File: src/rtl/qos_feistel_pkg.sv
// qos_feistel_pkg: shared types, constants and round primitives for the QuantoniumOS Feistel cipher
package qos_feistel_pkg;
  typedef logic [63:0] half_t;
  typedef logic [127:0] block_t;
  typedef enum logic [1:0] {IDLE, RUN, DONE} state_t;
  localparam half_t ROUND_CONST = 64'h9E3779B97F4A7C15;
  // A shift by 64 yields zero, so n = 0 returns x unchanged.
  function automatic half_t rotl64(input half_t x, input logic [5:0] n);
    return (x << n) | (x >> (7'd64 - {1'b0, n}));
  endfunction
  function automatic half_t round_key(input logic [255:0] key, input logic [5:0] i);
    return rotl64(key[{i[1:0], 6'b0} +: 64], i) ^ {58'b0, i};
  endfunction
  function automatic half_t round_f(input half_t x, input half_t k);
    return rotl64((x ^ k) + ROUND_CONST, 6'd17);
  endfunction
endpackage

File: src/rtl/qos_feistel_decrypt_core_round.sv
// qos_feistel_round: one combinational Feistel round, encrypt (i_dir=0) or decrypt (i_dir=1)
// Ports: i_l/i_r current halves, i_rk round key, i_dir direction, o_l/o_r next halves.
module qos_feistel_round
  import qos_feistel_pkg::*;
(
  input  half_t i_l,
  input  half_t i_r,
  input  half_t i_rk,
  input  logic  i_dir,
  output half_t o_l,
  output half_t o_r
);
  half_t w_y;
  // Decrypt feeds L through F and rebuilds L from R; encrypt is the mirror image.
  assign w_y = (i_dir ? i_r : i_l) ^ round_f(i_dir ? i_l : i_r, i_rk);
  assign o_l = i_dir ? w_y : i_r;
  assign o_r = i_dir ? i_l : w_y;
endmodule

File: src/rtl/qos_feistel_decrypt_core.sv
// qos_feistel_decrypt_core: iterative Feistel decrypt/encrypt engine with start/done job handshake
// Ports: clk, reset_n (async active-low), start, dir (0 enc / 1 dec), master_key[255:0],
//        data_in[127:0], data_out[127:0], done (1-cycle pulse), busy, round_count[5:0];
//        abort only when QOS_FEISTEL_ABORT_EN is defined.
module qos_feistel_decrypt_core
  import qos_feistel_pkg::*;
#(
  parameter int ROUNDS = 48
) (
  input  logic         clk,
  input  logic         reset_n,
`ifdef QOS_FEISTEL_ABORT_EN
  input  logic         abort,
`endif
  input  logic         start,
  input  logic         dir,
  input  logic [255:0] master_key,
  input  block_t       data_in,
  output block_t       data_out,
  output logic         done,
  output logic         busy,
  output logic [5:0]   round_count
);
  state_t       r_state, w_next;
  logic         r_dir, r_done, r_busy;
  logic [255:0] r_key;
  block_t       r_blk, r_data_out;
  logic [5:0]   r_cnt, w_idx;
  half_t        w_l, w_r;
  logic         w_last, w_abort;
`ifdef QOS_FEISTEL_ABORT_EN
  assign w_abort = abort;
`else
  assign w_abort = 1'b0;
`endif
  // Decrypt walks the key schedule backwards.
  assign w_idx  = r_dir ? 6'(ROUNDS - 1) - r_cnt : r_cnt;
  assign w_last = r_cnt == 6'(ROUNDS - 1);
  qos_feistel_round u_round (
    .i_l  (r_blk[127:64]),
    .i_r  (r_blk[63:0]),
    .i_rk (round_key(r_key, w_idx)),
    .i_dir(r_dir),
    .o_l  (w_l),
    .o_r  (w_r)
  );
  always_comb begin
    w_next = r_state;
    unique case (r_state)
      IDLE:    w_next = start ? RUN : IDLE;
      RUN:     w_next = w_abort ? IDLE : w_last ? DONE : RUN;
      default: w_next = IDLE;
    endcase
  end
  always_ff @(posedge clk or negedge reset_n) begin
    if (!reset_n) begin
      r_state    <= IDLE;
      r_dir      <= 1'b0;
      r_key      <= '0;
      r_blk      <= '0;
      r_cnt      <= '0;
      r_data_out <= '0;
      r_done     <= 1'b0;
      r_busy     <= 1'b0;
    end else begin
      r_state <= w_next;
      r_busy  <= w_next != IDLE;
      r_done  <= w_next == DONE;
      if (r_state == IDLE && start) begin
        r_dir <= dir;
        r_key <= master_key;
        r_blk <= data_in;
        r_cnt <= '0;
      end else if (r_state == RUN) begin
        r_blk <= {w_l, w_r};
        r_cnt <= w_abort ? 6'd0 : r_cnt + 6'd1;
        if (w_last && !w_abort) r_data_out <= {w_l, w_r};
      end
    end
  end
  assign data_out    = r_data_out;
  assign done        = r_done;
  assign busy        = r_busy;
  assign round_count = r_cnt;
endmodule

File: config.mk
export PLATFORM = sky130hd
export DESIGN_NAME = qos_feistel_decrypt_core
export DESIGN_NICKNAME = d
export VERILOG_FILES = /design/src/rtl/qos_feistel_pkg.sv /design/src/rtl/qos_feistel_decrypt_core_round.sv /design/src/rtl/qos_feistel_decrypt_core.sv
export SDC_FILE = /design/constraint.sdc
export NUM_CORES = 2
export LEC_CHECK = 0
export CORE_MARGIN = 2
export CORE_UTILIZATION = 47
export DETAILED_ROUTE_END_ITERATION = 10
export PLACE_DENSITY = 0.67
export REMOVE_ABC_BUFFERS = 1
export SLEW_MARGIN = 20
export SYNTH_ARGS = -nofsm -noshare
export SYNTH_HDL_FRONTEND = slang
export SYNTH_HIERARCHICAL = 1
export SYNTH_SLANG_ARGS = --single-unit
File: constraint.sdc
create_clock -name clk -period 9.8 [get_ports clk]
set_clock_uncertainty 0.2 [all_clocks]
set_input_delay 1.96 -clock clk [delete_from_list [all_inputs] [get_ports clk]]
set_output_delay 1.96 -clock clk [all_outputs]
set_load 0.05 [all_outputs]
==> impl_summary.md <==
Outcome
The run finished with clean final reports.

Timing
Setup repair after global routing left no endpoint under its margin. Setup violations remaining at the end of the flow were counted as 0. For the pin with the worst max-slew slack, the measured transition is ~1300 ps.

The minimum setup slack in the final design is roughly 1300 ps. The post-route setup TNS is 0 ps. Counting I/O delays and the setup requirement, the final critical path takes roughly 8500 ps. The final critical path takes up a little under nine tenths of the cycle. The final count of hold timing violations is 0. The worst-case headroom to the max-slew limit is 13.8%.

The max-slew violation count is 0. Derived from the worst setup path, the maximum achievable clock frequency is around 120 MHz.

Detailed routing
After detailed routing, the average wire length per cell comes to approximately 26 µm. In this run, the number of DRC markers left after iteration 0 of detailed routing was approximately 4.3k. After detailed routing, the total wire length is approximately 160 mm. The via density per instance is 6.24. The post-route antenna net violation count is 0. The detailed-route DRC error count is 0.

The final route contains approximately 37k vias. Before antenna repair, the detailed router went through 7 iterations.

Worst setup path
The worst register-to-register path ends at data_out[70]. Setup slack on the worst reg-to-reg path comes out at 1340 ps. The startpoint of the most critical setup path is r_dir. The startpoint-to-endpoint class of the critical path is reg2reg.

Data on the critical path is required at its endpoint by between 10000 and 15000 ps. The maximum fanout encountered on the critical timing path is 53. The worst setup path is launched from a flop. The worst register-to-register path has a depth of 20. The startpoint of the worst register-to-register path is r_dir. The most critical setup path has its endpoint at data_out[70].

The worst setup path is captured at a flop. Data on the critical path arrives at its endpoint at about 8800 ps.

Die
The initialized floorplan defines about 110 standard-cell rows. The top-level port count is 524. The die covers 0.0858 mm². Once the floorplan was initialized, standard cells occupied a little under half of the core. The area of the core region is 0.0824 mm². Measured along the y axis, the die boundary spans just under 300 µm. The horizontal die dimension is between 200 and 300 µm.

Synthesis
The synthesized instance count is roughly 4.6k. After synthesis the cells add up to between 0.03 and 0.04 mm². The share of the synthesized area in the top cell type is 33.4%. In this run, synthesis produced a sequential element count of between 500 and 600.

The number of synthesized flops with an enable pin is 0. Of all flip-flops after synthesis, the portion carrying an async set or reset was 100%. The Yosys step of the flow raised 6 warnings. The cell type with the highest aggregate area in the netlist is dfrtp_1. The most used flip-flop cell after synthesis is dfrtp_1. Sequential cells were found to cover about a third of the synthesized design area. The synthesized area per cell is ~8.6 µm². The netlist uses between 100 and 150 different library cells. After synthesis, the cell types taking the most area are dfrtp_1 (33%), nand2_1 (13%), mux2i_1 (6.9%).

Power and ir drop
The analysis attributes to cell leakage a power of about 20 nW. The total power is approximately 4.7 mW. The worst voltage drop across the vdd grid is about 110 µV.

For this design the ratio of total power to cell area is about 100 mW/mm².

Global routing
The via count of the first global-routing pass was between 30k and 40k. The first global-routing pass estimated 233 mm of wire. The maximum number of pins on one net before global-route repair is between 200 and 250. The total overflow left after global routing is 0. The number of antenna violations at the first check in global routing came to 4. Global routing used roughly 35% of the available tracks across all layers.

Hold path
The worst hold path stage count is 2. The tightest min-delay check is of the reg2reg type.

Clocking
Clock latency on the worst-skew pair, taken at its later pin, is 640 ps. In this run the deepest clock path goes through 3 buffers. The root buffer cell chosen for the clock tree is clkbuf_16. The CTS buffer count is 57. For this design, the CTS-stage hold fixing added 0 buffers. CTS built an H-tree with a depth of 2. TritonCTS built the clock tree. In this run, post-CTS repair resized a total of 0 instances. The clock net in this run drives a total of 523 sinks. The clock slew seen by the registers of the worst setup and hold paths is approximately 60 ps. After clock tree synthesis, the setup repair step added 0 buffers.

Layout
The net total in the final layout is 5271. The sequential cells in the finished layout cover a total of 0.0131 mm². With fillers left out, the area of the finished cells amounts to approximately 0.047 mm². The layout cell share with drive strength beyond 1 is between 10% and 20%. Fill cells in the final layout number 7485. The multi-input combinational cells in the finished layout cover a total of 0.0245 mm².

The layout-stage area growth over the synthesis result is 20.1%. The most common cell after layout, fill and taps aside is nand2_1. In the layout the commonest cells are nand2_1 (1392), clkdlybuf4s50_1 (522), dfrtp_1 (520).

Place
The port buffer count is between 500 and 600. The congestion estimate from routability-driven global placement came to 1.08. Detailed placement finished with a half-perimeter wire length of between 100 and 150 mm. The worst slack at placement is approximately 1700 ps. In this run the cell area measured after placement is between 0.04 and 0.05 mm².

Flow run
Max-cap violations in this run came to 0.
[per-layer routing]
metal	track usage, %	share of wire (%)	vias up
met4	9.84	2.8	6
met3	7.44	9.4	236
met1	50.7	44	18544
li1	-	-	16812
met2	54.3	44	1837
met5	0	0.026	-
[logic make-up (layout without fill, tap and decap cells)]
logic type / count (synthesis) / in the layout / share of synthesized area, %
flip-flops: 523 / 523 / 33.4
adder cells (fa/ha/maj): 3 / 3 / 0.0957
multiplexers: 598 / 598 / 19.8
XOR/XNOR: 271 / 271 / 6.35
other: 0 / 3 / 0
buffers and inverters: 360 / 733 / 4.50
AND/OR/NAND/NOR: 1931 / 1931 / 20.4
AO/OA/AOI/OAI: 870 / 870 / 15.5
[state kept, by name, indices dropped and copies added, names as in the netlist]
name / flops
r_key: 256
data_out: 128
r_blk: 128
round_count: 6
r_state: 2
busy: 1
done: 1
r_dir: 1
[synthesized netlist by cell type, types with 51 or more instances]
library cell	instances
a21oi_1	152
a22oi_1	169
buf_2	51
clkbuf_1	211
dfrtp_1	523
mux2_2	206
mux2i_1	270
mux4_2	110
nand2_1	1393
nand3_1	66
nor2_1	218
o211ai_1	52
o21ai_0	126
xnor2_1	197
xor2_1	62
[power by group]
group          internal, mW  switching (mW)  total, mW
registers              2.16               0       2.16
logic                 0.138          0.0758      0.214
clock network          1.37           0.955       2.32
[worst min path at each step]
| stage | start | end | slack (ps) |
|---|---|---|---|
| after detailed placement | r_key[127] | r_key[127] | 260 |
| after CTS | r_key[127] | r_key[127] | 280 |
| after global placement | r_key[254] | r_key[254] | 250 |
| final | r_key[127] | r_key[127] | 280 |
| after floorplan | r_key[254] | r_key[254] | 240 |
| after global routing | r_key[127] | r_key[127] | 310 |
[area by class of cell]
type / count / area share (%)
Multi-Input combinational cell: 3673 / 52.1
Sequential cell: 523 / 27.8
Timing Repair Buffer: 609 / 12.8
Clock buffer: 84 / 3.69
Tap cell: 1070 / 2.84
Clock inverter: 24 / 0.635
Inverter: 16 / 0.130
Antenna cell: 3 / 0.0159
[worst max-delay path, stage by stage, from the launching register on]
cell	delay (ps)
dfrtp_4	960
buf_4	720
mux4_2	610
mux2_2	320
nor2_1	110
a21oi_1	100
a21oi_1	570
nor2_1	70
o311ai_0	1050
o211ai_1	220
buf_4	260
xnor2_1	190
or3_1	400
or2_0	350
nor3_1	410
a21oi_4	170
a21oi_1	650
nor3_1	130
o31ai_1	340
xnor2_1	140
mux2_2	270
[per-stage QoR]
stage               hold slack [ps]  utilization [%]  instances
floorplan                       240                -       4212
global placement                253             54.7       5891
detailed placement              264             54.7       5891
CTS                             278             57.2       5999
global route                    308             57.2       6001
finish                          276             57.2       6002
(Power assumes the default switching activity.)
